===== src/rtl/ssd_time_decoder.sv =====
// Samples six 7-segment digit buses, filters glitches, range-checks the time and
// converts it to binary seconds-of-day. Optional bcd_out port: SSD_TIME_DEC_BCD_OUT_EN.
`ifndef SSD_SEG_DEFINES
`define SSD_SEG_DEFINES
`define ZERO  7'h3F
`define ONE   7'h06
`define TWO   7'h5B
`define THREE 7'h4F
`define FOUR  7'h66
`define FIVE  7'h6D
`define SIX   7'h7D
`define SEVEN 7'h07
`define EIGHT 7'h7F
`define NINE  7'h6F
`endif

module ssd_time_decoder #(
   parameter int STABLE_CNT = 2
) (
   input  logic        clk,
   input  logic        rst_n,
   input  logic        sample_en,
   input  logic [6:0]  ssd_hour_h_in,
   input  logic [6:0]  ssd_hour_l_in,
   input  logic [6:0]  ssd_min_h_in,
   input  logic [6:0]  ssd_min_l_in,
   input  logic [6:0]  ssd_sec_h_in,
   input  logic [6:0]  ssd_sec_l_in,
   input  logic        sod_ready,
   output logic        sod_valid,
   output logic [16:0] sod_out,
   output logic        day_wrap,
   output logic        pattern_err
`ifdef SSD_TIME_DEC_BCD_OUT_EN
   ,
   output logic [23:0] bcd_out
`endif
);

   // Handshake: a result transfers on any clk edge where sod_valid && sod_ready;
   // sod_valid never drops, and sod_out/day_wrap never change, before that edge.

   typedef enum logic [2:0] {
      S_IDLE, S_DECODE, S_CALC_H, S_CALC_M, S_CALC_S, S_OUT
   } state_t;

   localparam logic [3:0]  STABLE_C = 4'(STABLE_CNT);
   localparam logic [16:0] SOD_MAX  = 17'd86399;

   state_t      state_q, state_d;
   logic [41:0] cap_q, cap_d;
   logic [41:0] last_q, last_d;
   logic        last_vld_q, last_vld_d;
   logic [3:0]  cnt_q, cnt_d;
   logic [23:0] dig_q, dig_d;
   logic [16:0] acc_q, acc_d;
   logic [16:0] sod_q, sod_d;
   logic [16:0] prev_q, prev_d;
   logic        wrap_q, wrap_d;
   logic        err_q, err_d;
`ifdef SSD_TIME_DEC_BCD_OUT_EN
   logic [23:0] bcd_q, bcd_d;
`endif

   logic [41:0] cap_in;
   logic [3:0]  cnt_nxt;
   logic        accept;
   logic [23:0] dec_dig;
   logic        dec_ok;
   logic [4:0]  dec_r;
   logic [16:0] acc_s;

   function automatic logic [4:0] dec7(input logic [6:0] p);
      case (p)
         `ZERO:   dec7 = {1'b1, 4'd0};
         `ONE:    dec7 = {1'b1, 4'd1};
         `TWO:    dec7 = {1'b1, 4'd2};
         `THREE:  dec7 = {1'b1, 4'd3};
         `FOUR:   dec7 = {1'b1, 4'd4};
         `FIVE:   dec7 = {1'b1, 4'd5};
         `SIX:    dec7 = {1'b1, 4'd6};
         `SEVEN:  dec7 = {1'b1, 4'd7};
         `EIGHT:  dec7 = {1'b1, 4'd8};
         `NINE:   dec7 = {1'b1, 4'd9};
         default: dec7 = 5'd0;
      endcase
   endfunction

   function automatic logic [16:0] tens(input logic [3:0] hi, input logic [3:0] lo);
      tens = 17'(hi) * 17'd10 + 17'(lo);
   endfunction

   // Glitch filter: counter tracks how many consecutive strobes saw this capture.
   always_comb begin
      cap_in = {ssd_hour_h_in, ssd_hour_l_in, ssd_min_h_in,
                ssd_min_l_in, ssd_sec_h_in, ssd_sec_l_in};
      if (cap_in != cap_q)
         cnt_nxt = 4'd1;
      else if (cnt_q >= STABLE_C)
         cnt_nxt = STABLE_C;
      else
         cnt_nxt = cnt_q + 4'd1;
      accept = (cnt_nxt == STABLE_C) && (!last_vld_q || (cap_in != last_q));
   end

   always_comb begin
      dec_ok  = 1'b1;
      dec_dig = '0;
      dec_r   = '0;
      for (int i = 0; i < 6; i++) begin
         dec_r               = dec7(cap_q[i*7 +: 7]);
         dec_dig[i*4 +: 4]   = dec_r[3:0];
         dec_ok              = dec_ok & dec_r[4];
      end
      if ((dec_dig[23:20] > 4'd2) || (dec_dig[15:12] > 4'd5) || (dec_dig[7:4] > 4'd5) ||
          ((dec_dig[23:20] == 4'd2) && (dec_dig[19:16] > 4'd3)))
         dec_ok = 1'b0;
   end

   assign acc_s = acc_q * 17'd60 + tens(dig_q[7:4], dig_q[3:0]);

   always_ff @(posedge clk or negedge rst_n) begin
      if (!rst_n) state_q <= S_IDLE;
      else        state_q <= state_d;
   end

   always_comb begin
      state_d = state_q;
      case (state_q)
         S_IDLE:   if (sample_en && accept) state_d = S_DECODE;
         S_DECODE: state_d = dec_ok ? S_CALC_H : S_IDLE;
         S_CALC_H: state_d = S_CALC_M;
         S_CALC_M: state_d = S_CALC_S;
         S_CALC_S: state_d = S_OUT;
         S_OUT:    if (sod_ready) state_d = S_IDLE;
         default:  state_d = S_IDLE;
      endcase
   end

   always_comb begin
      sod_valid   = (state_q == S_OUT);
      sod_out     = sod_q;
      day_wrap    = sod_valid & wrap_q;
      pattern_err = err_q;
   end

   always_comb begin
      cap_d      = cap_q;
      cnt_d      = cnt_q;
      last_d     = last_q;
      last_vld_d = last_vld_q;
      dig_d      = dig_q;
      acc_d      = acc_q;
      sod_d      = sod_q;
      prev_d     = prev_q;
      wrap_d     = wrap_q;
      err_d      = 1'b0;
`ifdef SSD_TIME_DEC_BCD_OUT_EN
      bcd_d      = bcd_q;
`endif
      case (state_q)
         S_IDLE: begin
            if (sample_en) begin
               cap_d = cap_in;
               cnt_d = cnt_nxt;
            end
         end
         S_DECODE: begin
            dig_d = dec_dig;
            // Remember a bad value too, so holding it does not pulse again.
            if (!dec_ok) begin
               err_d      = 1'b1;
               last_d     = cap_q;
               last_vld_d = 1'b1;
            end
         end
         S_CALC_H: acc_d = tens(dig_q[23:20], dig_q[19:16]);
         S_CALC_M: acc_d = acc_q * 17'd60 + tens(dig_q[15:12], dig_q[11:8]);
         S_CALC_S: begin
            sod_d      = acc_s;
            wrap_d     = (acc_s == 17'd0) && (prev_q == SOD_MAX);
            prev_d     = acc_s;
            last_d     = cap_q;
            last_vld_d = 1'b1;
`ifdef SSD_TIME_DEC_BCD_OUT_EN
            bcd_d      = dig_q;
`endif
         end
         default: ;
      endcase
   end

   always_ff @(posedge clk or negedge rst_n) begin
      if (!rst_n) begin
         cap_q      <= '0;
         cnt_q      <= '0;
         last_q     <= '0;
         last_vld_q <= 1'b0;
         dig_q      <= '0;
         acc_q      <= '0;
         sod_q      <= '0;
         prev_q     <= '0;
         wrap_q     <= 1'b0;
         err_q      <= 1'b0;
      end else begin
         cap_q      <= cap_d;
         cnt_q      <= cnt_d;
         last_q     <= last_d;
         last_vld_q <= last_vld_d;
         dig_q      <= dig_d;
         acc_q      <= acc_d;
         sod_q      <= sod_d;
         prev_q     <= prev_d;
         wrap_q     <= wrap_d;
         err_q      <= err_d;
      end
   end

`ifdef SSD_TIME_DEC_BCD_OUT_EN
   always_ff @(posedge clk or negedge rst_n) begin
      if (!rst_n) bcd_q <= '0;
      else        bcd_q <= bcd_d;
   end

   assign bcd_out = bcd_q;
`endif

endmodule


===== config.mk =====
export PLATFORM = sky130hd
export DESIGN_NAME = ssd_time_decoder
export DESIGN_NICKNAME = d
export VERILOG_FILES = /design/src/rtl/ssd_time_decoder.sv
export SDC_FILE = /design/constraint.sdc
export NUM_CORES = 1
export LEC_CHECK = 0
export BUFFER_PORTS_ARGS = -buffer_cell sky130_fd_sc_hd__buf_2
export CORE_MARGIN = 1.5
export CORE_UTILIZATION = 50
export CTS_BUF_LIST = sky130_fd_sc_hd__clkbuf_16
export CTS_CLUSTER_SIZE = 24
export DETAILED_ROUTE_END_ITERATION = 12
export GPL_TIMING_DRIVEN = 0
export PLACE_DENSITY = 0.68
export SLEW_MARGIN = 20
export SYNTH_ARGS = -nofsm -noshare
export SYNTH_HDL_FRONTEND = slang
export SYNTH_SLANG_ARGS = --single-unit

===== constraint.sdc =====
create_clock -name clk -period 5.72 [get_ports clk]
set_input_delay 1.43 -clock clk [delete_from_list [all_inputs] [get_ports clk]]
set_output_delay 1.43 -clock clk [all_outputs]
set_load 0.005 [all_outputs]

==> results of run 1 <==
## cell families after synthesis
family                     count (synthesis)
adders and majority gates                 88
and+or+nand+nor                          275
xor gates and xnor gates                 129
DFF                                      150
buffers and inverters                    133
AOI/OAI and AO/OA                        191
muxes                                     91
## cells in the mapped netlist, types with 7 or more instances
library cell / instances
sky130_fd_sc_hd__xnor2_1: 105
sky130_fd_sc_hd__nand3b_1: 11
sky130_fd_sc_hd__ha_1: 55
sky130_fd_sc_hd__xor2_1: 22
sky130_fd_sc_hd__mux2_2: 84
sky130_fd_sc_hd__nand4_1: 29
sky130_fd_sc_hd__fa_1: 33
sky130_fd_sc_hd__dfrtp_1: 150
sky130_fd_sc_hd__nand2_1: 86
sky130_fd_sc_hd__nor2b_1: 18
sky130_fd_sc_hd__nor3_1: 14
sky130_fd_sc_hd__nand2b_1: 8
sky130_fd_sc_hd__a32o_1: 7
sky130_fd_sc_hd__a21oi_1: 32
sky130_fd_sc_hd__nor4_1: 8
sky130_fd_sc_hd__nand3_1: 27
sky130_fd_sc_hd__nor2_1: 32
sky130_fd_sc_hd__o31ai_1: 7
sky130_fd_sc_hd__inv_1: 66
sky130_fd_sc_hd__clkbuf_1: 57
sky130_fd_sc_hd__and3_1: 10
sky130_fd_sc_hd__o21ai_0: 75
## registers in the layout, indices dropped and copies added, names as in the netlist
| signal | cells |
|---|---|
| state_q | 3 |
| acc_q | 15 |
| pattern_err | 1 |
| cnt_q | 4 |
| cap_q | 42 |
| last_vld_q | 1 |
| last_q | 42 |
| prev_q | 17 |
| wrap_q | 1 |
| dig_q | 24 |
## worst paths after layout
check / to / cells after the start
setup / recovery: wrap_q / 15
hold / removal: dig_q[3] / 2
setup reg to reg: wrap_q / 15
hold reg to reg: dig_q[3] / 2
max in group asynchronous: last_q[40] / 2
min in group asynchronous: prev_q[11] / 1
## per-layer routing
metal  wire length [um]  vias to the layer above
li1                   -                     3882
met4               1020                        0
met2              12400                      170
met5                  0                        -
met3                807                       49
met1              11300                     3911
## per-stage QoR
stage / std cells / setup slack (ns) / instance area [um^2]
after CTS: 1425 / 0.451 / 11800
final: 1425 / 0.494 / 11800
after global routing: 1425 / 0.299 / 11800
after detailed placement: 1393 / 0.481 / 11300
after global placement: 1392 / 0.566 / 11200
after floorplan: 1057 / 1.19 / 10600
## power by group through the flow
| stage | combinational, mW | clock, mW | sequential (mW) |
|---|---|---|---|
| global placement | 1.04 | 0 | 1.45 |
| CTS | 1.07 | 1.08 | 1.44 |
| global route | 1.16 | 1.12 | 1.47 |
| finish | 1.07 | 1.06 | 1.45 |
| detailed placement | 1.06 | 0 | 1.46 |
| floorplan | 0.762 | 0 | 1.43 |
## worst max-delay path: cells and delay by family, from the launching register on
kind                     cells  cell delay [ns]
flip-flops                   1             0.52
AO/OA/AOI/OAI                4             0.85
buffers and inverters        1             0.06
XOR/XNOR                     1             0.42
adder cells (fa/ha/maj)      5             2.15
AND/OR/NAND/NOR              4             1.15
## final cells by class
| type | count | area (um^2) |
|---|---|---|
| Timing Repair Buffer | 66 | 363 |
| Fill cell | 1845 | 8690 |
| Buffer | 67 | 269 |
| Multi-Input combinational cell | 774 | 6290 |
| Sequential cell | 150 | 3750 |
| Inverter | 66 | 248 |
| Clock inverter | 15 | 119 |
| Tap cell | 270 | 338 |
| Clock buffer | 17 | 425 |
## cell usage in the layout, fill, tap and decap left out, types with 18 or more instances in the layout
| cell type | netlist | layout |
|---|---|---|
| sky130_fd_sc_hd__a21oi_1 | 32 | 32 |
| sky130_fd_sc_hd__buf_2 | 6 | 70 |
| sky130_fd_sc_hd__clkbuf_1 | 57 | 57 |
| sky130_fd_sc_hd__dfrtp_1 | 150 | 150 |
| sky130_fd_sc_hd__fa_1 | 33 | 33 |
| sky130_fd_sc_hd__ha_1 | 55 | 55 |
| sky130_fd_sc_hd__inv_1 | 66 | 66 |
| sky130_fd_sc_hd__mux2_2 | 84 | 84 |
| sky130_fd_sc_hd__nand2_1 | 86 | 86 |
| sky130_fd_sc_hd__nand3_1 | 27 | 27 |
| sky130_fd_sc_hd__nand4_1 | 29 | 29 |
| sky130_fd_sc_hd__nor2_1 | 32 | 32 |
| sky130_fd_sc_hd__nor2b_1 | 18 | 18 |
| sky130_fd_sc_hd__o21ai_0 | 75 | 75 |
| sky130_fd_sc_hd__xnor2_1 | 105 | 105 |
| sky130_fd_sc_hd__xor2_1 | 22 | 22 |
==> impl.org, run 1 <==
** STA
- Slew at the pin with the worst max-slew slack :: 0.756 ns
- Worst slew margin relative to its limit :: 49.6%
- On the final layout, the worst clock skew is 0.00978 ns.
- Setup violations remaining at the end of the flow were counted as 0.
- Number of failing hold endpoints at the final stage :: 0
- Shortest period the worst path allows :: 5.23 ns
- Fraction of the cycle the final worst path needs :: 91.4%
- Setup repair after global routing missed its margin :: false
- For the final routed database, the setup TNS stands at 0 ns.
- Maximum frequency from static timing analysis :: 191 MHz
- Hold is met by 0.484 ns.
- The max-slew violation count is 0.

** Finish
- Nets@finish :: 1276
- Layout overhead on the synthesized area :: 11.8%
- Layout cells sized above 1 :: 17.7%
- The number of antenna diodes in the final layout is 0.
- Post-layout utilization of the core :: 57.6%

** Critical path
- CP required :: 6.06 ns
- Data on the critical path arrives at its endpoint at 5.56 ns.
- Highest-delay cell along the critical path :: sky130_fd_sc_hd__fa_1
- STA classifies the critical path endpoint as a flop.
- For this run, the slowest stage of the critical path takes 0.57 ns.
- Worst reg2reg startpoint :: acc_q[0]
- The critical path goes through fa_1 -> fa_1 -> inv_1 -> fa_1 -> xnor2_1 -> ha_1 -> ha_1 -> o21a_1 -> o31a_1 -> nor4_1 -> nor4b_4 -> nand2_1 -> or4_1 -> a311o_1 -> o31ai_2.
- Most frequent cell on the critical path :: sky130_fd_sc_hd__fa_1
- Worst setup path startpoint :: acc_q[0]
- The worst setup path is of the reg -> reg kind.
- The setup check on the worst reg-to-reg path leaves a slack of 0.49 ns.
- Along the worst path, the maximum fanout reaches 6.
- Startpoint types :: flop

** Drt
- Vias per Instance :: 5.62
- Initial DRC count :: 419
- DRC violation count after routing :: 0
- Once detail routing completed, the nets flagged for antenna violations numbered 0.
- For this run, the detailed router's first-pass iteration total came to 5.
- Dividing the detail-routed wire length by the instance count gives 17.9 um.
- The routed layout has 8012 vias.
- Total detailed-routing wirelength :: 25.5 mm

** GRT
- Overall track demand over capacity in global routing :: 24.2%
- Global routing consumed, on the met3 layer, 3.62% of the routing resources.
- For this run the aggregate overflow at the end of global routing stands at 0.
- Number of antenna violations at the first check in global routing :: 0
- After global routing, the most crowded layer is met2.
- Global routing consumed, on the met1 layer, 30.8% of the routing resources.
- Entering global routing, the biggest net connects 77 pins.
- The first global-routing pass estimated 41.3 mm of wire.
- The via count of the first global-routing pass was 7877.
- For met2 alone, demand over resource in global routing was 40.7%.

** Synth
- Cell count after synthesis :: 1057
- FFs w/ async S/R, synth :: 100%
- Unique cell type count in the Yosys netlist :: 74
- FF+latch count, synth :: 150
- Share of the synthesized area in compound gates (AO/OA/AOI/OAI) :: 12.1%
- Primary FF master, synth :: sky130_fd_sc_hd__dfrtp_1
- Synth Warn # :: 0
- When the netlist entered floorplanning its net count stood at 1191.
- Mux cell area share after synthesis :: 9.66%
- Adder-cell share of the synthesized area :: 12.8%
- Summed over its instances, the top area cell type makes up 35.6% of the synthesized netlist area.
- Portion of the post-synthesis area used by sequential elements :: 35.6%
- A synthesized cell averages 9.99 um^2.
- By area the synthesized netlist is led by sky130_fd_sc_hd__dfrtp_1, sky130_fd_sc_hd__mux2_2, sky130_fd_sc_hd__xnor2_1.
- Synth Cell Area :: 10600 um^2
- The largest total area in the synthesized netlist belongs to sky130_fd_sc_hd__dfrtp_1.
- Combinational family with the most area after synthesis :: simple AND/OR/NAND/NOR gates
- After Yosys synthesis, XOR and XNOR cells account for 11.0% of the synthesized area.
- Number of enable-type register cells in the synthesized netlist :: 0
- After Yosys synthesis, and, or, nand and nor cells account for 14.0% of the synthesized area.

** Clock network
- Number of clock buffers inserted by TritonCTS :: 17
- TritonCTS clock tree :: done
- Htree depth :: 4
- CTS saw 150 sinks.
- Counting along the longest clock path gives a buffer depth of 2.
- CTS resizes :: 0
- In this run the post-CTS setup repair buffer count came out at 0.
- For this design, the CTS-stage hold fixing added 0 buffers.
- Master cell of the clock root buffer :: sky130_fd_sc_hd__clkbuf_16
- Worst-path clk slew :: 0.07 ns
- The clock reaches the later pin of the worst-skew pair after 0.43 ns.

** Min path
- Start point of the worst hold path :: dig_q[3]
- The tightest min-delay check is of the reg -> reg type.

** Floorplanning
- Area inside the core boundary :: 20500 um^2
- In this run the count of I/O pins placed on the die edge is 66.
- The floorplan step set the die height to 148 um.
- In this run the core area contains 52 standard-cell rows.
- Total Die Area :: 22000 um^2
- In this run the horizontal extent of the chip is 148 um.
- The initial utilization of the core area, before any placement, comes to 51.5%.

** Power and ir drop
- P_leak :: 5.22 nW
- In this run the power spent charging and discharging nets is 1.22 mW.
- Of the total power, the clock network draws 29.6%.
- In this run switching power makes up 34.1% of total power.
- Sequential fraction of design power :: 40.5%
- Cell area power density :: 302 nW/um^2
- Combinational power share :: 29.8%
- VDD IR max :: 0.225 mV
- The internal power of the cells totals 2.35 mW.
- After layout, the design draws a total of 3.57 mW.

** Run status
- Status :: finished, final reports clean

** Place
- Final estimated routing congestion in global placement :: 0.885
- Count of buffers inserted at the top-level ports :: 65
- Detailed Place HPWL :: 19.8 mm

** Flow run
- Maximum capacitance violations :: 0
(Power assumes the default switching activity.)
==> run 2: changes to the inputs <==
--- a/config.mk
+++ b/config.mk
@@ -12,7 +12,7 @@
 export CTS_CLUSTER_SIZE = 24
 export DETAILED_ROUTE_END_ITERATION = 12
 export GPL_TIMING_DRIVEN = 0
-export PLACE_DENSITY = 0.68
+export PLACE_DENSITY = 0.71
 export SLEW_MARGIN = 20
 export SYNTH_ARGS = -nofsm -noshare
 export SYNTH_HDL_FRONTEND = slang
==> run 2 against run 1 <==
  * Combinational power about the same
  * Sequential share of layout area about the same
  * Register-to-register slack improved by 0.05 ns
  * First-iteration DRC count increased by 18%
  * Power decreased by 0.37%
  * Hold slack got worse by 0.0076 ns
  * Clock-buffer cell count unchanged
  * Core utilization about the same
  * Cell count unchanged
  * Clock power about the same
  * Die area unchanged
  * Largest power group unchanged
==> impl.org, run 2 (same netlist as run 1, synthesis figures left out) <==
** Run status
- The run finished with clean final reports.

** GRT
- The met1 demand-to-capacity share in global routing came to 30.7% (-0.035 points).
- The met3 usage is 4.05% (+0.43 points).
- GR Layer Usage met2 :: 40.7% (about the same)
- Overall track demand over capacity in global routing :: 24.1% (about the same)
- The pin count of the biggest net entering global routing came to 80 (+3.9%).
- Number of antenna violations at the first check in global routing :: 0 (unchanged)
- First-pass GRT wire length :: 41.1 mm (-0.48%)
- In this run the most used layer during global routing was met2.
- Vias in the first global route :: 7938 (+0.77%)
- Total overflow reported by the global router :: 0 (unchanged)

** STA
- The accumulated negative setup slack is 0 ns (unchanged).
- Setup repair after global routing left no endpoint under its margin.
- Count of pins over their slew limit :: 0 (unchanged)
- Final Setup Violations :: 0 (unchanged)
- Shortest period the worst path allows :: 5.18 ns (-0.0504 ns)
- The final number of hold-violating endpoints came to 0 (unchanged).
- Fraction of the cycle the final worst path needs :: 90.5% (-0.88 points)
- Slew at the pin with the worst max-slew slack :: 0.773 ns (+0.0173 ns)
- Final Skew :: 0.0110 ns (+0.00125 ns)
- Worst slew margin relative to its limit :: 48.5% (-1.2 points)
- The maximum clock frequency came to 193 MHz (+0.97%).

** Critical path
- The maximum fanout along the worst path was 6 (unchanged).
- The worst setup path is of the reg -> reg kind.
- Startpoint types :: flop
- CP required :: 6.06 ns (about the same)
- The endpoint arrival time on the critical path came to 5.52 ns (-0.04 ns).
- Crit end category :: flop

** Finish
- Post-layout utilization of the core :: 57.6% (about the same)
- In the layout the commonest cells are sky130_fd_sc_hd__dfrtp_1, sky130_fd_sc_hd__xnor2_1, sky130_fd_sc_hd__nand2_1, sky130_fd_sc_hd__mux2_2, sky130_fd_sc_hd__o21ai_0.
- Nets@finish :: 1276 (unchanged)
- Largest regs :: cap_q: 42 flops, last_q: 42 flops, dig_q: 24 flops
- N_diodes :: 0 (unchanged)
- The share of post-route cells with drive strength above 1 came to 17.7% (+0.087 points).
- Most frequent standard cell in the layout excluding fill and tap cells :: sky130_fd_sc_hd__dfrtp_1
- Final design area excluding fillers :: 11800 um^2 (about the same)
- Final std cells w/o fill :: 1425 (unchanged)
- The layout-stage area growth over the synthesis result is 11.8% (about the same).

** Clock network
- The maximum clock path buffer count is 2 (unchanged).
- Htree depth :: 4 (unchanged)
- Worst-path clk slew :: 0.07 ns (about the same)
- Number of clock buffers inserted by TritonCTS :: 17 (unchanged)
- TritonCTS built the clock tree.
- The number of buffers added for setup after CTS was 0 (unchanged).
- The number of cells upsized or downsized after cts was 0 (unchanged).
- Clock sink total :: 150 (unchanged)
- The tree is rooted in a sky130_fd_sc_hd__clkbuf_16.
- The worst-skew pair later-pin latency was 0.43 ns (about the same).
- Number of hold buffers added after CTS :: 0 (unchanged)

** Min path
- HP Class :: reg -> reg

** Place
- Placed insts :: 1393 (unchanged)
- Detailed Place HPWL :: 19.4 mm (-2.1%)
- Count of buffers inserted at the top-level ports :: 65 (unchanged)
- The routability-driven placement congestion ratio was 0.942 (+6.5%).
- Placed instance area :: 11300 um^2 (unchanged)

** Floorplanning
- The area of the placeable core came to 20500 um^2 (unchanged).
- The number of rows created at floorplan is 52 (unchanged).
- The overall die height was 148 um (unchanged).
- Total Die Area :: 22000 um^2 (unchanged)
- The number of top-level design ports is 66 (unchanged).
- The chip width came to 148 um (unchanged).
- Effective utilization at floorplan :: 51.5% (unchanged)

** Power and ir drop
- The net switching share of the total power was 33.8% (-0.25 points).
- The total power per unit cell area came to 301 nW/um^2 (-0.36%).
- The worst-case vdd ir drop is 0.226 mV (+0.29%).
- The portion of total power attributed to combinational logic was 29.9% (about the same).
- NetSw :: 1.20 mW (-1.1%)
- Internal cell power :: 2.35 mW (about the same)
- P_leak :: 5.23 nW (+0.29%)
- Power share of the clock group :: 29.5% (about the same)
- The part of the total power dissipated in sequential elements came to 40.5% (about the same).

** Drt
- Total detailed-routing wirelength :: 25.0 mm (-1.9%)
- The per-cell routed wire length was 17.6 um (-1.9%).
- The number of search-and-repair iterations in the first detailed-routing pass was 5 (unchanged).
- The residual antenna-violating net count after detailed routing came to 0 (unchanged).
- The violation count after the first detailed-route iteration came to 496 (+18%).
- Vias per Instance :: 5.67 (+0.77%)
- The total via count in the routed design was 8074 (+0.77%).
- DRC violation count after routing :: 0 (unchanged)

** Flow run
- The count of max-cap constraint violations was 0 (unchanged).
[run 2: stage by stage]
| stage | setup WS [ns] | power (mW) | hold WS (ns) |
|---|---|---|---|
| after CTS | 0.489 | 3.57 | 0.474 |
| after global placement | 0.579 | 2.48 | 0.448 |
| after detailed placement | 0.533 | 2.52 | 0.457 |
| final | 0.544 | 3.56 | 0.476 |
| after global routing | 0.314 | 3.74 | 0.515 |
| after floorplan | 1.19 | 2.19 | 0.434 |
[run 2: cell type report]
| class | count | area [um^2] |
|---|---|---|
| Buffer | 67 | 269 |
| Clock buffer | 17 | 425 |
| Multi-Input combinational cell | 774 | 6290 |
| Clock inverter | 15 | 118 |
| Inverter | 66 | 248 |
| Sequential cell | 150 | 3750 |
| Timing Repair Buffer | 66 | 363 |
| Tap cell | 270 | 338 |
| Fill cell | 1784 | 8690 |
[run 2: metal layers]
metal | wire, um | vias up
met2 | 12200 | 214
met4 | 983 | 0
met5 | 0 | -
met3 | 1180 | 50
met1 | 10700 | 3925
li1 | - | 3885
[run 2: path summary, 6_finish.rpt]
path | from | endpoint | slack (ns) | depth (start not counted)
max | acc_q[0] | wrap_q | 0.54 | 15
min | last_vld_q | last_vld_q | 0.48 | 1
max reg2reg | acc_q[0] | wrap_q | 0.54 | 15
min reg2reg | last_vld_q | last_vld_q | 0.48 | 1
max in group asynchronous | rst_n | cap_q[23] | 3.97 | 2
min in group asynchronous | rst_n | prev_q[11] | 0.95 | 1
[run 2: worst max-delay path: stages, from the launching register on]
cell and delay [ns]:
sky130_fd_sc_hd__dfrtp_1 0.51, sky130_fd_sc_hd__fa_1 0.57, sky130_fd_sc_hd__fa_1 0.52, sky130_fd_sc_hd__inv_1 0.06, sky130_fd_sc_hd__fa_1 0.43, sky130_fd_sc_hd__xnor2_1 0.40, sky130_fd_sc_hd__ha_1 0.32, sky130_fd_sc_hd__ha_1 0.30
sky130_fd_sc_hd__o21a_1 0.14, sky130_fd_sc_hd__o31a_1 0.18, sky130_fd_sc_hd__nor4_1 0.08, sky130_fd_sc_hd__nor4b_4 0.45, sky130_fd_sc_hd__nand2_1 0.09, sky130_fd_sc_hd__or4_1 0.52, sky130_fd_sc_hd__a311o_1 0.35, sky130_fd_sc_hd__o31ai_2 0.18
[run 2: power by group through the flow]
stage               Combinational, mW  Clock [mW]  Sequential, mW
detailed placement               1.06           0            1.46
CTS                              1.06        1.07            1.44
floorplan                       0.762           0            1.43
global route                     1.16        1.11            1.47
global placement                 1.03           0            1.45
finish                           1.06        1.05            1.44
